## src/rtl/ifetch_queue.sv

```systemverilog
// Instruction-fetch front end: owns the fetch PC, issues single outstanding imem requests,
// buffers returned words in a prefetch FIFO. Optional macro IFQ_BYPASS_EN adds an empty-FIFO bypass.
module ifetch_queue #(
  parameter int unsigned       width    = 32,
  parameter int unsigned       DEPTH    = 4,
  parameter logic [width-1:0]  RESET_PC = '0
) (
  input  logic             clk,
  input  logic             rst,
  output logic             imem_req,
  output logic [width-1:0] imem_addr,
  input  logic             imem_ack,
  input  logic [31:0]      imem_rdata,
  input  logic             redirect,
  input  logic [width-1:0] redirect_pc,
  output logic             inst_valid,
  output logic [31:0]      inst,
  output logic [width-1:0] inst_pc,
  input  logic             inst_ready
);

  localparam int unsigned AW = $clog2(DEPTH);
  localparam int unsigned CW = $clog2(DEPTH + 1);
  localparam logic [CW-1:0]    FULL  = CW'(DEPTH);
  localparam logic [CW-1:0]    CONE  = CW'(1);
  localparam logic [AW-1:0]    PONE  = AW'(1);
  localparam logic [width-1:0] STEP  = width'(4);

  typedef enum logic [1:0] {IDLE, WAIT, DROP} state_t;

  state_t           state_q, state_d;
  logic [width-1:0] fetch_pc_q, fetch_pc_d;
  logic [width-1:0] drop_addr_q;
  logic [31:0]      data_q [DEPTH];
  logic [width-1:0] pc_q   [DEPTH];
  logic [AW-1:0]    wr_ptr_q, rd_ptr_q;
  logic [CW-1:0]    count_q, count_n;
  logic             push, pop, bypass;
  logic             unused_pc_lsbs;

  assign unused_pc_lsbs = ^redirect_pc[1:0];

`ifdef IFQ_BYPASS_EN
  assign bypass = (count_q == '0) && (state_q == WAIT) && imem_ack && inst_ready && !redirect;
`else
  assign bypass = 1'b0;
`endif

  assign push = (state_q == WAIT) && imem_ack && !redirect && !bypass;
  assign pop  = (count_q != '0) && inst_ready && !redirect;

  always_comb begin
    count_n = count_q;
    if (push && !pop)
      count_n = count_q + CONE;
    else if (pop && !push)
      count_n = count_q - CONE;
  end

  // A new request is only issued while a slot is free, so a push can never hit a full FIFO.
  always_comb begin
    state_d    = state_q;
    fetch_pc_d = fetch_pc_q;
    case (state_q)
      IDLE: if (!redirect && (count_q < FULL)) state_d = WAIT;
      WAIT: begin
        if (redirect)
          state_d = imem_ack ? IDLE : DROP;
        else if (imem_ack) begin
          fetch_pc_d = fetch_pc_q + STEP;
          state_d    = (count_n < FULL) ? WAIT : IDLE;
        end
      end
      DROP: if (imem_ack) state_d = IDLE;
      default: state_d = IDLE;
    endcase
    if (redirect)
      fetch_pc_d = {redirect_pc[width-1:2], 2'b00};
  end

  // drop_addr_q shadows the outstanding address so DROP keeps presenting it after fetch_pc moves.
  always_ff @(posedge clk or posedge rst) begin
    if (rst) begin
      state_q     <= IDLE;
      fetch_pc_q  <= RESET_PC;
      drop_addr_q <= RESET_PC;
      wr_ptr_q    <= '0;
      rd_ptr_q    <= '0;
      count_q     <= '0;
      for (int unsigned i = 0; i < DEPTH; i++) begin
        data_q[i] <= '0;
        pc_q[i]   <= '0;
      end
    end else begin
      state_q    <= state_d;
      fetch_pc_q <= fetch_pc_d;
      if (state_q == WAIT)
        drop_addr_q <= fetch_pc_q;
      if (push) begin
        data_q[wr_ptr_q] <= imem_rdata;
        pc_q[wr_ptr_q]   <= fetch_pc_q;
      end
      if (redirect) begin
        wr_ptr_q <= '0;
        rd_ptr_q <= '0;
        count_q  <= '0;
      end else begin
        if (push) wr_ptr_q <= wr_ptr_q + PONE;
        if (pop)  rd_ptr_q <= rd_ptr_q + PONE;
        count_q <= count_n;
      end
    end
  end

  always_comb begin
    imem_req   = (state_q != IDLE);
    imem_addr  = (state_q == DROP) ? drop_addr_q : fetch_pc_q;
    inst_valid = (count_q != '0);
    inst       = data_q[rd_ptr_q];
    inst_pc    = pc_q[rd_ptr_q];
    if (bypass) begin
      inst_valid = 1'b1;
      inst       = imem_rdata;
      inst_pc    = fetch_pc_q;
    end
  end

endmodule

```

## config.mk

```make
export PLATFORM = sky130hd
export DESIGN_NAME = ifetch_queue
export DESIGN_NICKNAME = d
export VERILOG_FILES = /design/src/rtl/ifetch_queue.sv
export SDC_FILE = /design/constraint.sdc
export NUM_CORES = 1
export LEC_CHECK = 0
export ABC_AREA = 1
export CAP_MARGIN = 15
export CORE_ASPECT_RATIO = 1.2
export CORE_MARGIN = 1
export CORE_UTILIZATION = 50
export CTS_CLUSTER_SIZE = 10
export DETAILED_ROUTE_END_ITERATION = 10
export HOLD_SLACK_MARGIN = 0.02
export PLACE_DENSITY = 0.76
export SYNTH_ARGS = -nofsm -noshare
export SYNTH_HDL_FRONTEND = slang
export SYNTH_SLANG_ARGS = --single-unit
```

## constraint.sdc

```tcl
create_clock -name clk -period 32.4 [get_ports clk]
set_clock_uncertainty 0.1 [all_clocks]
set_input_delay 4.86 -clock clk [delete_from_list [all_inputs] [get_ports clk]]
set_output_delay 4.86 -clock clk [all_outputs]
set_load 0.01 [all_outputs]
```

After elaboration in Yosys (flattened, before gate mapping)
Index checks and enable logic that the tools add are counted.
{"block": "word_totals", "out_inout_bits": 98, "word_cells": 79, "regBits": 329, "in_bits": 69}
{"block": "op_classes", "reduce_logical": 20, "bitwise_logic": 2, "order_cmp": 5, "n_mux": 28, "add_sub_neg": 5, "eq_ne": 5}
{"cell": "32-bit two-way mux", "n": 9}
{"cell": "128-bit bitwise mux", "n": 2}
{"cell": "32-bit binary-select mux with 2-bit select", "n": 2}
{"cell": "32-bit demux with 2-bit select", "n": 1}
{"cell": "32-bit by 3-bit adder with 32-bit output (second input constant)", "n": 1}
{"cell": "2-bit two-way mux", "n": 9}
{"cell": "2-bit nonzero test", "n": 5}
{"cell": "3-bit two-way mux", "n": 3}
{"cell": "1-bit logical AND", "n": 8}
{"cell": "3-bit greater-or-equal comparator (second input constant)", "n": 2}
{"cell": "3-bit less-than comparator (second input constant)", "n": 2}
{"cell": "2-bit NOT with 3-bit output", "n": 2}
{"cell": "2-bit case mux with 3 select lines", "n": 1}
{"cell": "2-bit by 1-bit adder with 2-bit output (second input constant)", "n": 2}
{"cell": "2-bit != test (second input constant)", "n": 2}
{"cell": "3-bit by 1-bit adder with 3-bit output (second input constant)", "n": 1}
{"cell": "1-bit logical NOT", "n": 3}
{"cell": "3-bit by 1-bit less-than comparator with 1-bit output (second input constant)", "n": 1}
{"cell": "3-bit != test (second input constant)", "n": 1}
{"cell": "3-bit AND reduction", "n": 1}
{"cell": "3-bit nonzero test", "n": 1}
{"cell": "3-bit by 1-bit subtractor with 3-bit output (second input constant)", "n": 1}
{"cell": "2-bit by 1-bit equality test with 1-bit output (second input constant)", "n": 1}
{"cell": "2-bit equality test (second input constant)", "n": 1}
{"cell": "3 further kinds", "n": 3}

Longest topological paths before layout
Gate-level depths: netlist (run 1).
{"block": "logic_depth", "depth_word": 12, "ltp_mapped": 11, "ltp_nobuf": 11}

Least setup slack after synthesis (run 1)
Ideal clock, no wire load.
{"block": "synth_timing", "kind": "register to output", "from": "register rd_ptr_q[0]", "to": "output port inst[21]", "t_required_ps": 27440, "n_path_buf": 3, "arrival_time_ps": 1358, "slack_ps": 26082, "stages_incl_launch_ff": 7, "cell_sequence": "dfrtp_1 -> buf_2 -> clkinv_1 -> buf_2 -> clkbuf_1 -> nor2_1 -> o22ai_1"}
{"block": "synth_via", "elab_chain_len": 4}
{"item": "from (decl)", "line": "36", "text": "logic [AW-1:0] wr_ptr_q, rd_ptr_q;"}
{"item": "from (signal assigned)", "line": "109", "text": "if (pop) rd_ptr_q <= rd_ptr_q + PONE;"}
{"item": "2-bit NOT with 3-bit output (not written as such)", "line": "119", "text": "inst = data_q[rd_ptr_q];"}
{"item": "32-bit binary-select mux with 2-bit select", "line": "119"}
{"item": "32-bit two-way mux (not written as such) (2 in series)", "line": "119"}
{"item": "to (decl)", "line": "17", "text": "output logic [31:0] inst,"}
Every way passes these cells. The select of a mux whose other input is x is not followed.

Worst setup path in the final report (run 1)
{"block": "layout_timing", "from": "register rd_ptr_q[0]", "to": "output port inst_pc[20]"}
{"block": "layout_via", "elab_chain_len": 4}
{"item": "2-bit NOT with 3-bit output (not written as such)", "line": "120", "text": "inst_pc = pc_q[rd_ptr_q];"}
{"item": "32-bit binary-select mux with 2-bit select", "line": "120"}
{"item": "32-bit two-way mux (not written as such) (2 in series)", "line": "120"}
{"item": "to (decl)", "line": "18", "text": "output logic [width-1:0] inst_pc,"}
Every way passes these cells. The select of a mux whose other input is x is not followed.

==> results of run 1 <==
-- cell type report --
type	instances	area [sq um]	area share
well taps	379	474	0.0278
repair buffers	172	1700	0.0999
flip-flops and latches	317	7940	0.465
clock buffers	42	945	0.0554
multi-input cells	1232	5650	0.331
inverters	93	358	0.0210
-- metal layers --
layer,up-vias,track usage
li1,5973,-
met1,5922,0.337
met5,-,0
met3,43,0.0356
met2,416,0.413
met4,0,0.0657
-- flip-flops by register name, summed over array words and instances, names as in the netlist --
signal / count
count_q: 3
data_q: 128
drop_addr_q: 30
fetch_pc_q: 30
pc_q: 120
rd_ptr_q: 2
state_q: 2
wr_ptr_q: 2
-- worst min-delay path, cell delays in order, from the launching register on --
cell and delay [ns]:
sky130_fd_sc_hd__dfrtp_1 0.33, sky130_fd_sc_hd__nand2_1 0.05, sky130_fd_sc_hd__o21ai_0 0.06
-- power by group through the flow --
stage	logic, mW	registers (mW)	clock network, mW
5_1_grt	0.621	0.628	0.372
3_3_place_gp	0.547	0.609	0
6_report	0.557	0.611	0.347
2_1_floorplan	0.329	0.592	0
4_1_cts	0.563	0.610	0.355
3_5_place_dp	0.559	0.615	0
-- stage by stage --
stage | power, mW | std cells
finish | 1.51 | 2235
global route | 1.62 | 2235
CTS | 1.53 | 2235
detailed placement | 1.17 | 2193
global placement | 1.16 | 2193
floorplan | 0.920 | 1760
-- logic make-up after synthesis --
logic type,share of synthesized area
AND/OR/NAND/NOR,0.182
other,0.000259
adder cells (fa/ha/maj),0.00692
AO/OA/AOI/OAI,0.194
buffers and inverters,0.0635
flip-flops,0.548
XOR/XNOR,0.00605
-- worst paths after layout --
check,to,cells after the start
max,inst_pc[20],5
min,pc_q[54]$_DFFE_PP0P_,2
max reg2reg,rd_ptr_q[1]$_DFFE_PP0P_,6
min reg2reg,pc_q[54]$_DFFE_PP0P_,2
max in group asynchronous,pc_q[123]$_DFFE_PP0P_,3
min in group asynchronous,pc_q[103]$_DFFE_PP0P_,2
-- synthesized netlist by cell type, types with 2 or more instances --
master,instances,area share
sky130_fd_sc_hd__xor2_1,10,0.0061
sky130_fd_sc_hd__o22ai_1,62,0.027
sky130_fd_sc_hd__o21bai_1,3,0.0016
sky130_fd_sc_hd__clkinv_1,3,0.00078
sky130_fd_sc_hd__dfrtp_1,317,0.55
sky130_fd_sc_hd__nand2_1,419,0.11
sky130_fd_sc_hd__buf_6,11,0.0086
sky130_fd_sc_hd__a21oi_1,43,0.015
sky130_fd_sc_hd__ha_1,8,0.0069
sky130_fd_sc_hd__buf_4,4,0.0021
sky130_fd_sc_hd__clkbuf_1,79,0.020
sky130_fd_sc_hd__nor3_1,10,0.0035
sky130_fd_sc_hd__buf_2,23,0.0080
sky130_fd_sc_hd__o21ai_0,356,0.12
sky130_fd_sc_hd__nand2_2,3,0.0013
sky130_fd_sc_hd__nand4_1,2,0.00086
sky130_fd_sc_hd__nand3_1,37,0.013
sky130_fd_sc_hd__nor2_1,198,0.051
sky130_fd_sc_hd__o21ai_1,60,0.021
sky130_fd_sc_hd__inv_1,89,0.023
sky130_fd_sc_hd__o211ai_1,7,0.0036
==> results by group, run 1 <==
Finish
  • Number of antenna cells inserted: 0
  • Final standard cell utilization of the core: 0.606
  • Share of cells above drive strength 1: 0.0334
  • Most common cell after layout, fill and taps aside: sky130_fd_sc_hd__nand2_1
  • Commonest cells after routing, fill and taps aside: sky130_fd_sc_hd__nand2_1 (419), sky130_fd_sc_hd__o21ai_0 (356), sky130_fd_sc_hd__dfrtp_1 (315), sky130_fd_sc_hd__nor2_1 (198), sky130_fd_sc_hd__clkdlybuf4s50_1 (160)
  • Area growth, synth to finish: 17.9%
  • Fillers: approximately 2500
  • Number of nets at the end of the flow: 1930
  • Design area: 17100 sq um

STA
  • Final cycle utilization of the critical path: 0.264
  • Max_slew headroom: 0.259
  • Sum of negative setup slack: 0 ns
  • Fin. Hold Viols: 0
  • Setup repair after global routing missed its margin: no
  • Worst setup slack after layout: 23.85 ns
  • Final Setup Violations: 0
  • Number of max-slew violations in the final report: 0
  • Hold Slack: approximately 0.38 ns
  • Shortest period the worst path allows: approximately 8.6 ns
  • Measured slew at the worst slew-check pin: 1.11 ns
  • Peak Freq: roughly 120 MHz

Floorplan
  • Die area: 29600 sq um
  • Initial core utilization: 0.514
  • Row Count: 67
  • Core area: about 28000 sq um
  • Number of top-level design ports: around 170
  • Die boundary height: ~190 microns
  • Width of the die: between 150 and 200 microns

Worst setup path
  • Critical path data arrival time: about 3.6 ns
  • Number of buffer and inverter instances along the worst setup path: 3
  • Cell-by-cell trace of the critical path: clkinv_2, buf_4, o21ai_0, o22ai_1, clkdlybuf4s50_1
  • Max FO, Critical Path: ~90
  • Critical Path Start Type: register
  • Largest stage delay, worst path: roughly 0.79 ns
  • Slowest cell on the critical path: sky130_fd_sc_hd__buf_4
  • Worst reg2reg path startpoint: rd_ptr_q[0]$_DFFE_PP0P_
  • Critical path required time: about 27 ns
  • Worst setup path category: reg2out
  • Critical Path Sink Type: output pin
  • Internal reg-to-reg setup slack: 29.68 ns
  • Kind of cell adding the most delay to the critical path: buffers and inverters
  • Critical path origin: rd_ptr_q[0]$_DFFE_PP0P_

Power
  • Peak supply drop: roughly 0.048 mV
  • Switching power: 0.527 mW
  • Portion of total power attributed to the clock network: 0.229
  • Relative contribution of sequential cells to total power: 0.404
  • Switching fraction of total power: 0.348
  • Combinational power share: 0.368
  • Leakage component of the power: 7.92 nW
  • Cell internal pwr: 0.987 mW
  • Cell Pwr Density: 88.7 nW/um^2

Detailed routing
  • First-pass DRT Iterations: 5
  • Aggregate routed wire length: 35800 microns
  • Routed Antenna Nets: 0
  • Top routing layer used: met4
  • Final routed wire length divided by cell count: ~16 microns
  • Met3 Routed Length: between 2000 and 2500 microns
  • Count of vias placed by the detailed router: roughly 12000
  • Number of remaining DRC errors: 0
  • Vias/cell: ~5.5
  • Starting DRT DRC Count: 925
  • Met2 Wirelength: 17200 microns
  • Detailed-route wire length on metal 1: about 16000 microns

Synth
  • Post-synthesis sequential area ratio: 0.548
  • Total of flip-flops plus latches after synthesis: 317
  • Count of unique library cells instantiated by Yosys: 34
  • Ys async rst share: 1.00
  • Synthesis Warnings: 0
  • Average cell area after synthesis: about 8.2 sq um
  • Primary FF master, synth: sky130_fd_sc_hd__dfrtp_1
  • Cells after Synth: approximately 1800
  • Count of flip-flops with a built-in enable after synthesis: 0
  • Area of the mapped netlist: between 10000 and 15000 sq um

Clock network
  • Number of cells upsized or downsized after cts: 0
  • Clock-pin transition on the worst setup and hold timing paths: 0.06 ns
  • Count of H-tree levels built during CTS: 2
  • Clock root buffer: sky130_fd_sc_hd__clkbuf_16
  • Clock tree from TritonCTS: built
  • Hold buffer count at CTS: 0
  • Number of clock sinks seen by CTS: between 300 and 400
  • Clk Latency, worst-skew pair: ~0.5 ns
  • Total clock buffers created by CTS: 37
  • Number of buffers on the longest clock path: 3
  • Post-CTS Setup Bufs: 0

Placed design
  • DP Wirelength: 21500 microns
  • Placed cell area: around 16000 sq um
  • Final weighted congestion in routability-driven placement: 0.962
  • Port bufs: 160
  • Setup slack after placement: 24.39 ns

Min path
  • Worst min-delay path class: reg2reg
  • Worst hold path startpoint: pc_q[54]$_DFFE_PP0P_

Run
  • Max_cap viols: 0

Global route
  • Antenna violations before repair: 0
  • Largest net degree at the start of global routing: 201
  • Vias in the first global route: roughly 12000
  • Total track usage: 0.248
  • GRT Residual Overflow: 0
  • Global-route wire length before repair: 58900 microns

Run status
  • Status: completed
No activity file was read; power rests on OpenSTA's default activity.
==> run 2, diff against run 1 <==
- clock period: 32.4 -> 8.3 ns (I/O delays scaled with it)
==> results by group, run 2 (same netlist as run 1, synthesis figures left out) <==
Power
  • Peak supply drop: 0.239 mV (+400%)
  • Cell Pwr Density: 351 nW/um^2 (+300%)
  • Leakage component of the power: 7.99 nW (+0.90%)
  • Total power of the final layout: 6.05 mW (+300%)

Finish
  • Leading registers by flop count: data_q x128, pc_q x120
  • Number of nets at the end of the flow: 1932 (+0.10%)
  • Multi-input gate area in the final layout: 5650 sq um (unchanged)
  • Sequential Area: 7940 sq um (unchanged)
  • Fillers: 2516 (+1.8%)
  • Number of flip-flops in the largest register: 128 (unchanged)
  • Share of cells above drive strength 1: 0.0381 (+0.00471)
  • Register name with the most flops: data_q
  • Number of antenna cells inserted: 0 (unchanged)
  • Most common cell after layout, fill and taps aside: sky130_fd_sc_hd__nand2_1
  • Commonest cells after routing, fill and taps aside: sky130_fd_sc_hd__nand2_1 (419), sky130_fd_sc_hd__o21ai_0 (356), sky130_fd_sc_hd__dfrtp_1 (315), sky130_fd_sc_hd__nor2_1 (198), sky130_fd_sc_hd__clkdlybuf4s50_1 (160)
  • Area growth, synth to finish: 19.0%
  • Design area: 17200 sq um (+0.92%)
  • Final standard cell utilization of the core: 0.611 (+0.00560)

Global route
  • Antenna violations before repair: 0 (unchanged)
  • Largest net degree at the start of global routing: 194 (-3.5%)
  • Vias in the first global route: 11756 (+0.97%)
  • Met3 global-route usage: 0.0386 (+0.00299)
  • Global routing's busiest layer: met2
  • Met1 track demand over resource in global routing: 0.337 (about the same)
  • Global-route wire length before repair: 59100 microns (+0.39%)
  • Total track usage: 0.249 (+0.00148)
  • Met2 demand-to-capacity share in global routing: 0.405 (-0.00851)
  • GRT Residual Overflow: 0 (unchanged)

Floorplan
  • Initial core utilization: 0.514 (unchanged)
  • Die boundary height: 188 microns (unchanged)
  • Width of the die: 157 microns (unchanged)
  • Number of top-level design ports: 167 (unchanged)
  • Core area: 28200 sq um (unchanged)
  • Die area: 29600 sq um (unchanged)
  • Row Count: 67 (unchanged)

Worst setup path
  • Cell-by-cell trace of the critical path: clkinv_2, buf_4, o21ai_0, o22ai_1, clkdlybuf4s50_1
  • Largest stage delay, worst path: 0.79 ns (about the same)
  • Worst setup path category: reg2out
  • Slowest cell on the critical path: sky130_fd_sc_hd__buf_4
  • Critical Path Start Type: register
  • Critical path data arrival time: 3.60 ns (about the same)
  • Critical Path Sink Type: output pin
  • Max FO, Critical Path: 88 (unchanged)
  • Critical path required time: 6.95 ns (-20.49 ns)

Clock network
  • Hold buffer count at CTS: 0 (unchanged)
  • Clock-pin transition on the worst setup and hold timing paths: 0.05 ns (about the same)
  • Total clock buffers created by CTS: 38 (+2.7%)
  • Number of cells upsized or downsized after cts: 0 (unchanged)
  • Count of H-tree levels built during CTS: 2 (unchanged)
  • Number of clock sinks seen by CTS: 317 (unchanged)
  • Clock tree from TritonCTS: built
  • Post-CTS Setup Bufs: 0 (unchanged)
  • Clock root buffer: sky130_fd_sc_hd__clkbuf_16
  • Number of buffers on the longest clock path: 3 (unchanged)
  • Clk Latency, worst-skew pair: 0.51 ns (about the same)

STA
  • Measured slew at the worst slew-check pin: 1.08 ns (-0.0336 ns)
  • Final Setup Violations: 0 (unchanged)
  • Final cycle utilization of the critical path: 0.596
  • Max_slew headroom: 0.282 (+0.0224)
  • Shortest period the worst path allows: between 4 and 5 ns
  • Fin. Hold Viols: 0 (unchanged)
  • Peak Freq: between 200 and 250 MHz
  • Setup repair after global routing missed its margin: no
  • Sum of negative setup slack: 0 ns (unchanged)
  • Number of max-slew violations in the final report: 0 (unchanged)

Run
  • Max_cap viols: 0 (unchanged)

Detailed routing
  • First-pass DRT Iterations: 5 (unchanged)
  • Count of vias placed by the detailed router: 12282 (-0.58%)
  • Routed Antenna Nets: 0 (unchanged)
  • Final routed wire length divided by cell count: 16.2 microns (+1.1%)
  • Vias/cell: 5.48 (-0.89%)
  • Starting DRT DRC Count: 991 (+7.1%)
  • Number of remaining DRC errors: 0 (unchanged)
  • Aggregate routed wire length: 36300 microns (+1.5%)

Placed design
  • Placed cell area: 16100 sq um (about the same)
  • Final weighted congestion in routability-driven placement: 0.956 (-0.71%)
  • Port bufs: 160 (unchanged)
  • DP Wirelength: 21600 microns (+0.35%)

Min path
  • Worst min-delay path class: reg2reg

Run status
  • Status: completed
==> run 2: changes by cell type in the layout (fill, tap and decap cells not counted), sizes merged <==
| cell | before | now |
|---|---|---|
| buf | 12 | 13 |
| clkinvlp | 0 | 2 |
| clkbuf | 42 | 47 |
| inv | 91 | 90 |
==> run 2: through the flow <==
stage	setup slack, ns	std cells	hold WS (ns)
after floorplan	2.73	1760	0.348
after global placement	3.93	2193	0.361
after detailed placement	3.90	2193	0.368
after CTS	3.36	2241	0.381
after global routing	3.20	2242	0.397
final	3.36	2242	0.378
==> run 2: metal layers <==
layer / vias up / part of all wire
met2: 370 / 0.46
met1: 5860 / 0.45
met3: 71 / 0.057
met5: - / 0
met4: 0 / 0.032
li1: 5981 / -
==> run 2: report_power, final <==
group          internal (mW)  switching (mW)
clock                  0.898           0.587
combinational          0.984            1.20
sequential              2.08           0.308
==> run 2: worst paths after layout <==
kind	start	to	slack, ns	cells past startpoint
hold / removal	data_q[51]$_DFFE_PP0P_	data_q[51]$_DFFE_PP0P_	0.38	2
max in group asynchronous	rst	rd_ptr_q[0]$_DFFE_PP0P_	5.59	4
hold reg to reg	data_q[51]$_DFFE_PP0P_	data_q[51]$_DFFE_PP0P_	0.38	2
setup / recovery	rd_ptr_q[0]$_DFFE_PP0P_	inst_pc[20]	3.36	5
setup reg to reg	state_q[1]$_DFFE_PP0P_	data_q[47]$_DFFE_PP0P_	5.29	7
min in group asynchronous	rst	data_q[26]$_DFFE_PP0P_	0.90	2
==> run 2: area by class of cell <==
cell class | instances | share of cell area
clock buffers | 47 | 0.0626
clock inverters | 1 | 0.000436
inverters | 93 | 0.0206
multi-input cells | 1232 | 0.328
flip-flops and latches | 317 | 0.461
well taps | 379 | 0.0275
repair buffers | 173 | 0.100
==> run 2: worst max-delay path: cells and delay by family (launching register included) <==
family,cells,cell delay (ns)
buf+inv,3,1.85
flops,1,0.69
compound gates,2,0.45
